$ cat src/rtl/text_write_ctrl_pkg.sv
// ---------------------------------------------------------------------------
// text_write_ctrl_pkg
// Shared constants for the text-mode write controller: screen geometry,
// erase code, UART control codes and the controller state encoding.
// ---------------------------------------------------------------------------
package text_write_ctrl_pkg;

    localparam int          TXT_COLS  = 80;
    localparam int          TXT_ROWS  = 30;
    localparam logic [6:0]  TXT_BLANK = 7'h20;

    localparam int          XW = 7;   // column field width in waddr
    localparam int          YW = 5;   // row field width in waddr

    localparam logic [6:0]  CODE_BS  = 7'h08;
    localparam logic [6:0]  CODE_LF  = 7'h0A;
    localparam logic [6:0]  CODE_FF  = 7'h0C;
    localparam logic [6:0]  CODE_CR  = 7'h0D;
    localparam logic [6:0]  PRINT_LO = 7'h20;
    localparam logic [6:0]  PRINT_HI = 7'h7E;

    typedef enum logic [1:0] {
        ST_IDLE  = 2'd0,
        ST_EXEC  = 2'd1,
        ST_CLEAR = 2'd2
    } state_e;

    function automatic logic is_printable(input logic [6:0] code);
        return (code >= PRINT_LO) && (code <= PRINT_HI);
    endfunction

endpackage

$ cat src/rtl/text_write_ctrl_cursor_step.sv
// ---------------------------------------------------------------------------
// cursor_step
// Combinational column/row advance with wrap. Shared by the visible cursor
// and by the screen-clear address counters.
//   x_i, y_i     : current column / row
//   step_x_i     : advance column (COLS-1 wraps to 0)
//   step_y_i     : advance row unconditionally (ROWS-1 wraps to 0)
//   carry_i      : advance row when the column wraps
//   x_o, y_o     : next column / row
// ---------------------------------------------------------------------------
module cursor_step
    import text_write_ctrl_pkg::*;
#(
    parameter int COLS = TXT_COLS,
    parameter int ROWS = TXT_ROWS
) (
    input  logic [XW-1:0] x_i,
    input  logic [YW-1:0] y_i,
    input  logic          step_x_i,
    input  logic          step_y_i,
    input  logic          carry_i,
    output logic [XW-1:0] x_o,
    output logic [YW-1:0] y_o
);

    logic x_wrap;

    always_comb begin
        x_wrap = step_x_i && (x_i == XW'(COLS - 1));
        x_o    = x_i;
        if (step_x_i) begin
            x_o = x_wrap ? '0 : x_i + XW'(1);
        end
        // step_y_i and a carry never need to stack: one row per call at most
        y_o = y_i;
        if (step_y_i || (carry_i && x_wrap)) begin
            y_o = (y_i == YW'(ROWS - 1)) ? '0 : y_i + YW'(1);
        end
    end

endmodule

$ cat src/rtl/text_write_ctrl.sv
// ---------------------------------------------------------------------------
// text_write_ctrl
// Consumes bytes from a UART receive FIFO and writes them into a text tile
// RAM at the cursor, handling CR/LF/BS/FF control codes, cursor keys and a
// full-screen clear.
//   clk, rst_n            : clock, async active-low reset
//   rx_empty, rx_data     : FIFO status and head byte
//   rd_uart               : one-cycle FIFO pop strobe
//   key_right, key_down   : cursor movement ticks
//   clr_req               : clear-screen tick
//   we, waddr, wdata      : tile RAM write port, waddr = {row, col}
//   cur_x, cur_y          : cursor position
//   busy                  : high while the screen is being cleared
// ---------------------------------------------------------------------------
module text_write_ctrl
    import text_write_ctrl_pkg::*;
#(
    parameter int         COLS  = TXT_COLS,
    parameter int         ROWS  = TXT_ROWS,
    parameter logic [6:0] BLANK = TXT_BLANK
) (
    input  logic                 clk,
    input  logic                 rst_n,
    input  logic                 rx_empty,
    input  logic [7:0]           rx_data,
    output logic                 rd_uart,
    input  logic                 key_right,
    input  logic                 key_down,
    input  logic                 clr_req,
    output logic                 we,
    output logic [XW+YW-1:0]     waddr,
    output logic [6:0]           wdata,
    output logic [XW-1:0]        cur_x,
    output logic [YW-1:0]        cur_y,
    output logic                 busy
);

    state_e              state_q;
    logic [XW-1:0]       cur_x_q, clr_x_q;
    logic [YW-1:0]       cur_y_q, clr_y_q;
    logic [6:0]          cmd_q;
    logic                we_q, rd_q, busy_q;
    logic [XW+YW-1:0]    waddr_q;
    logic [6:0]          wdata_q;

    logic                cs_step_x, cs_step_y, cs_carry;
    logic [XW-1:0]       cur_x_d, clr_x_d;
    logic [YW-1:0]       cur_y_d, clr_y_d;
    logic                clr_last;

    logic                unused_rx_msb;
    assign unused_rx_msb = rx_data[7];

    // Cursor step controls depend on which path is moving the cursor.
    always_comb begin
        cs_step_x = 1'b0;
        cs_step_y = 1'b0;
        cs_carry  = 1'b0;
        case (state_q)
            ST_IDLE: begin
                if (!clr_req && rx_empty) begin
                    cs_step_x = key_right;
                    cs_step_y = key_down;
                end
            end
            ST_EXEC: begin
                if (is_printable(cmd_q)) begin
                    cs_step_x = 1'b1;
                    cs_carry  = 1'b1;
                end else if (cmd_q == CODE_LF) begin
                    cs_step_y = 1'b1;
                end
            end
            default: ;
        endcase
    end

    cursor_step #(.COLS(COLS), .ROWS(ROWS)) u_cur_step (
        .x_i      (cur_x_q),
        .y_i      (cur_y_q),
        .step_x_i (cs_step_x),
        .step_y_i (cs_step_y),
        .carry_i  (cs_carry),
        .x_o      (cur_x_d),
        .y_o      (cur_y_d)
    );

    cursor_step #(.COLS(COLS), .ROWS(ROWS)) u_clr_step (
        .x_i      (clr_x_q),
        .y_i      (clr_y_q),
        .step_x_i (1'b1),
        .step_y_i (1'b0),
        .carry_i  (1'b1),
        .x_o      (clr_x_d),
        .y_o      (clr_y_d)
    );

    assign clr_last = (clr_x_q == XW'(COLS - 1)) && (clr_y_q == YW'(ROWS - 1));

    // The clear counters always hold the cell being written this cycle; the
    // write for cell {0,0} is launched on the transition into CLEAR so that
    // we/busy line up exactly with the CLEAR state.
    always_ff @(posedge clk or negedge rst_n) begin
        if (!rst_n) begin
            state_q <= ST_IDLE;
            cur_x_q <= '0;
            cur_y_q <= '0;
            clr_x_q <= '0;
            clr_y_q <= '0;
            cmd_q   <= '0;
            we_q    <= 1'b0;
            rd_q    <= 1'b0;
            busy_q  <= 1'b0;
            waddr_q <= '0;
            wdata_q <= '0;
        end else begin
            we_q   <= 1'b0;
            rd_q   <= 1'b0;
            busy_q <= 1'b0;
            case (state_q)
                ST_IDLE: begin
                    if (clr_req) begin
                        state_q <= ST_CLEAR;
                        we_q    <= 1'b1;
                        busy_q  <= 1'b1;
                        waddr_q <= '0;
                        wdata_q <= BLANK;
                    end else if (!rx_empty) begin
                        rd_q    <= 1'b1;
                        cmd_q   <= rx_data[6:0];
                        state_q <= ST_EXEC;
                    end else begin
                        cur_x_q <= cur_x_d;
                        cur_y_q <= cur_y_d;
                    end
                end
                ST_EXEC: begin
                    state_q <= ST_IDLE;
                    if (is_printable(cmd_q)) begin
                        we_q    <= 1'b1;
                        waddr_q <= {cur_y_q, cur_x_q};
                        wdata_q <= cmd_q;
                        cur_x_q <= cur_x_d;
                        cur_y_q <= cur_y_d;
                    end else begin
                        case (cmd_q)
                            CODE_CR: cur_x_q <= '0;
                            CODE_LF: begin
                                cur_x_q <= '0;
                                cur_y_q <= cur_y_d;
                            end
                            CODE_BS: begin
                                if (cur_x_q != '0) begin
                                    we_q    <= 1'b1;
                                    waddr_q <= {cur_y_q, cur_x_q - XW'(1)};
                                    wdata_q <= BLANK;
                                    cur_x_q <= cur_x_q - XW'(1);
                                end
                            end
                            CODE_FF: begin
                                state_q <= ST_CLEAR;
                                we_q    <= 1'b1;
                                busy_q  <= 1'b1;
                                waddr_q <= '0;
                                wdata_q <= BLANK;
                            end
                            default: ;
                        endcase
                    end
                end
                ST_CLEAR: begin
                    if (clr_last) begin
                        state_q <= ST_IDLE;
                        clr_x_q <= '0;
                        clr_y_q <= '0;
                        cur_x_q <= '0;
                        cur_y_q <= '0;
                    end else begin
                        clr_x_q <= clr_x_d;
                        clr_y_q <= clr_y_d;
                        we_q    <= 1'b1;
                        busy_q  <= 1'b1;
                        waddr_q <= {clr_y_d, clr_x_d};
                        wdata_q <= BLANK;
                    end
                end
                default: state_q <= ST_IDLE;
            endcase
        end
    end

    assign we      = we_q;
    assign rd_uart = rd_q;
    assign busy    = busy_q;
    assign waddr   = waddr_q;
    assign wdata   = wdata_q;
    assign cur_x   = cur_x_q;
    assign cur_y   = cur_y_q;

endmodule

$ cat config.mk
export PLATFORM = sky130hd
export DESIGN_NAME = text_write_ctrl
export DESIGN_NICKNAME = d
export VERILOG_FILES = /design/src/rtl/text_write_ctrl_pkg.sv /design/src/rtl/text_write_ctrl_cursor_step.sv /design/src/rtl/text_write_ctrl.sv
export SDC_FILE = /design/constraint.sdc
export NUM_CORES = 1
export LEC_CHECK = 0
export ABC_AREA = 1
export CAP_MARGIN = 5
export CORE_MARGIN = 2
export CORE_UTILIZATION = 51
export DETAILED_ROUTE_END_ITERATION = 10
export GPL_TIMING_DRIVEN = 0
export PLACE_DENSITY_LB_ADDON = 0.1
export SYNTH_ARGS = -nofsm -noshare
export SYNTH_HDL_FRONTEND = slang
export SYNTH_HIERARCHICAL = 1
export SYNTH_SLANG_ARGS = --single-unit
$ cat constraint.sdc
create_clock -name clk -period 2.4 [get_ports clk]
set_clock_uncertainty 0.15 [all_clocks]
set_input_delay 0.24 -clock clk [delete_from_list [all_inputs] [get_ports clk]]
set_output_delay 0.24 -clock clk [all_outputs]
set_load 0.01 [all_outputs]
==> impl_metrics.csv <==
group,metric,value,unit
route,vias,4023,
clock_tree,cts_root_buffer,"clkbuf_8",
timing,rsz0062_at_grt,"true",
layout,num_antenna_cells,0,
logic_synthesis,synth-seq-area-share,34.18,%
route,met3_length,393,um
logic_synthesis,post-synth-top-count-cell,"nand2_1",
critical_path,slowest_delay,440,ps
clock_tree,cts_tree,"built",
critical_path,reg2regPathDepth,18,
floorplanning,die_x,92.85,um
clock_tree,cts.sinks,55,
timing,slew_headroom,55.82,%
clock_tree,clk-insertion-delay-late,320,ps
logic_synthesis,syn_avg_cell_area,6.778,sq um
clock_tree,cts_buffer_depth,2,
floorplanning,initial_core_util,52.38,%
layout,fill_cells,699,
global_routing,first_global_vias,3703,
logic_synthesis,yosysTopAreaCellShare,34.18,%
placed_design,gp_congestion,0.9030,
layout,syn_to_final_growth,25.02,%
logic_synthesis,ys_async_sr_fraction,100.0,%
timing,fin_crit_sh,96.84,%
floorplanning,core,7687,sq um
floorplanning,io_pins,48,
route,drt_iter0_drc,210,
global_routing,grtUsageTotal,24.62,%
floorplanning,fp-row-count,32,
layout,layout-drive-gt1-share,17.80,%
critical_path,worstSetupPathType,"register to register",
logic_synthesis,netlist-cell-type-count,34,
logic_synthesis,ys.flop_type,"dfrtp_1",
critical_path,crit_top_cell,"nand2_2",
critical_path,reg2reg_slack,80,ps
logic_synthesis,ys_seq_elements,55,
route,met2_length,5.149,mm
timing,tightest_slew,655.8,ps
timing,final.min_clock_period,2324,ps
hold_path,hold_class,"primary input to asynchronous set/reset pin",
critical_path,crit_family,"simple AND/OR/NAND/NOR gates",
pwr,p_per_area,1191,nW/um^2
logic_synthesis,synth_area_leaders,"dfrtp_1 34%, nand2_1 20%, nand3_1 6.1%, inv_1 5.5%, nor2_1 4.7%",
route,drc,0,
clock_tree,clk_pin_slew,100,ps
logic_synthesis,ys_warn_count,6,
critical_path,path_buf_inv,2,
global_routing,antenna_found_initial,0,
pwr,power_leakage,2.444,nW
global_routing,grt_max_degree,38,
logic_synthesis,netlist_area,4026,sq um
pwr,ir_drop,0.5972,mV
route,met1Wirelength,4.555,mm
global_routing,overflow,0,
route,wire_per_inst,13.13,um
floorplanning,die_area,8621,sq um
layout,nets,698,
timing,hold_violations,0,
timing,max_freq,430.3,MHz
timing,setup_violations,0,
critical_path,cp-end-kind,"register",
layout,final_area,5034,sq um
critical_path,path_max_fanout,6,
job,max-cap-violations,0,
critical_path,path_cells,"nand2_2 > nor2_2 > nand2_2 > nand2_4 > buf_8 > nor2_4 > inv_2 > nand2_4 > nand2_4 > nor2_4 > nand2_2 > o21ai_2 > nor2_2 > or2_4 > nand3_2 > nand2_2 > nand2_2 > nand2_1",
critical_path,crit-reg2reg-launch,"cmd_q[1]$_DFFE_PN0P_",
pwr,power,0.005994,W
critical_path,r2r_end,"cur_x[5]$_DFFE_PN0P_",
logic_synthesis,yosys.area.top_type,"dfrtp_1",
critical_path,cp.arrival,2380,ps
timing,slew_viol_final,0,
logic_synthesis,synth_edf_count,0,
route,highest_layer,"met4",
timing,hold_slack,259.6,ps
global_routing,grt_pass1_wl,17.17,mm
logic_synthesis,synth_commonest_cells,"211 x nand2_1, 59 x inv_1, 55 x dfrtp_1",
route,drt_first_pass_iters,5,
critical_path,critPathRequiredTime,2460,ps
clock_tree,htree_levels,2,
placed_design,hpwl,7.421,mm
placed_design,placed_area,4664,sq um
clock_tree,cts_buffers,5,
critical_path,cp-start-kind,"register",
floorplanning,die_y,92.85,um
route,wl,10.19,mm
route,via_per_inst,5.184,
critical_path,slowest_stage,"dfrtp_1",
logic_synthesis,netlist_instances,594,
run_status,status,"finished, final reports clean",
placed_design,io_buffers,46,
route,antenna_left,0,
power by group:
group          internal [W]  switching [W]
sequential          0.00126       0.000438
combinational       0.00152        0.00214
clock              0.000316       0.000324
routing by layer:
| metal | global-route usage [%] | vias up |
|---|---|---|
| li1 | - | 2039 |
| met1 | 32.90 | 1892 |
| met2 | 43.72 | 84 |
| met3 | 3.092 | 8 |
| met4 | 3.431 | 0 |
| met5 | 0 | - |
placed cells by master (no fill, tap or decap), drive strengths merged:
cell,instances
clkbuf,10
a21oi,9
and3,1
o31ai,2
dlygate4sd3,1
o21bai,1
ha,11
nand3,53
clkinv,4
nor2,69
nand4,13
nand3b,1
inv,67
or2,1
xnor2,3
nand2,230
bufinv,1
o22ai,5
clkdlybuf4s50,45
conb,8
buf,28
o21ai,55
mux2,1
dfrtp,55
worst register-to-register path, stage by stage, from the launching register on:
cell     delay (ps)
dfrtp_1         440
nand2_2         110
nor2_2           50
nand2_2          80
nand2_4          70
buf_8           130
nor2_4          120
inv_2            60
nand2_4         100
nand2_4          60
nor2_4          120
nand2_2          70
o21ai_2         160
nor2_2           60
or2_4           220
nand3_2          70
nand2_2          60
nand2_2          60
nand2_1          40
worst max path at each step:
stage                           start                      to  slack, ps  cells after the start
5_1_grt          cmd_q[1]$_DFFE_PN0P_    cur_x[5]$_DFFE_PN0P_        -70                     20
2_1_floorplan    cmd_q[3]$_DFFE_PN0P_    cur_x[5]$_DFFE_PN0P_          1                     18
3_3_place_gp                    rst_n  clr_x_q[6]$_DFFE_PN0P_       -780                      1
4_1_cts        state_q[0]$_DFFE_PN0P_    cur_x[5]$_DFFE_PN0P_          8                     16
6_report         cmd_q[1]$_DFFE_PN0P_    cur_x[5]$_DFFE_PN0P_         80                     18
3_5_place_dp     cmd_q[2]$_DFFE_PN0P_    cur_x[5]$_DFFE_PN0P_       -320                     18
cell type report:
cell class	count	area, sq um	share of cell area [%]
timing repair buffer	66	624.3	12.40
tap	102	127.6	2.535
buffer	12	121.4	2.411
sequential	55	1378	27.37
multi-input combinational	463	2394	47.55
clock buffer	6	72.57	1.442
clock inverter	2	38.79	0.7706
inverter	70	277.8	5.518
sequential cells by signal (all words and copies together) (netlist names):
register and flops:
cur_y 5, clr_y_q 5, wdata 7, state_q 2, we 1, cur_x 7, cmd_q 7, rd_uart 1
busy 1, clr_x_q 7, waddr 12
metrics by stage:
stage	setup slack (ps)	cells	TNS (ps)	util [%]
finish	75.93	776	0	65.48
global route	-74.05	776	-128.8	65.48
global placement	-781.7	748	-43570	60.48
floorplan	1.350	600	0	-
detailed placement	-322.5	749	-855.2	60.68
CTS	7.985	768	0	63.46
cells by family (layout without fill, tap and decap cells):
group / count (synthesis) / count (layout) / share of synthesized area, %
AO/OA/AOI/OAI: 72 / 72 / 10.41
multiplexers: 1 / 1 / 0.2797
AND/OR/NAND/NOR: 368 / 368 / 41.21
buffers and inverters: 82 / 156 / 9.664
flip-flops: 55 / 55 / 34.18
adder cells (fa/ha/maj): 11 / 11 / 3.418
other: 2 / 8 / 0.1865
XOR/XNOR: 3 / 3 / 0.6527
what timing repair did:
| action | 4_1_cts | 5_1_grt |
|---|---|---|
| setup buffers | 10 | 8 |
| gates cloned | 0 | 0 |
| hold buffers | 1 | 0 |
| pin swaps | 4 | 13 |
| endpoints found under the hold margin | 18 | 0 |
| setup endpoints to repair | 10 | 5 |
| resized for setup | 7 | 24 |
Power figures use the tool's default switching activity.
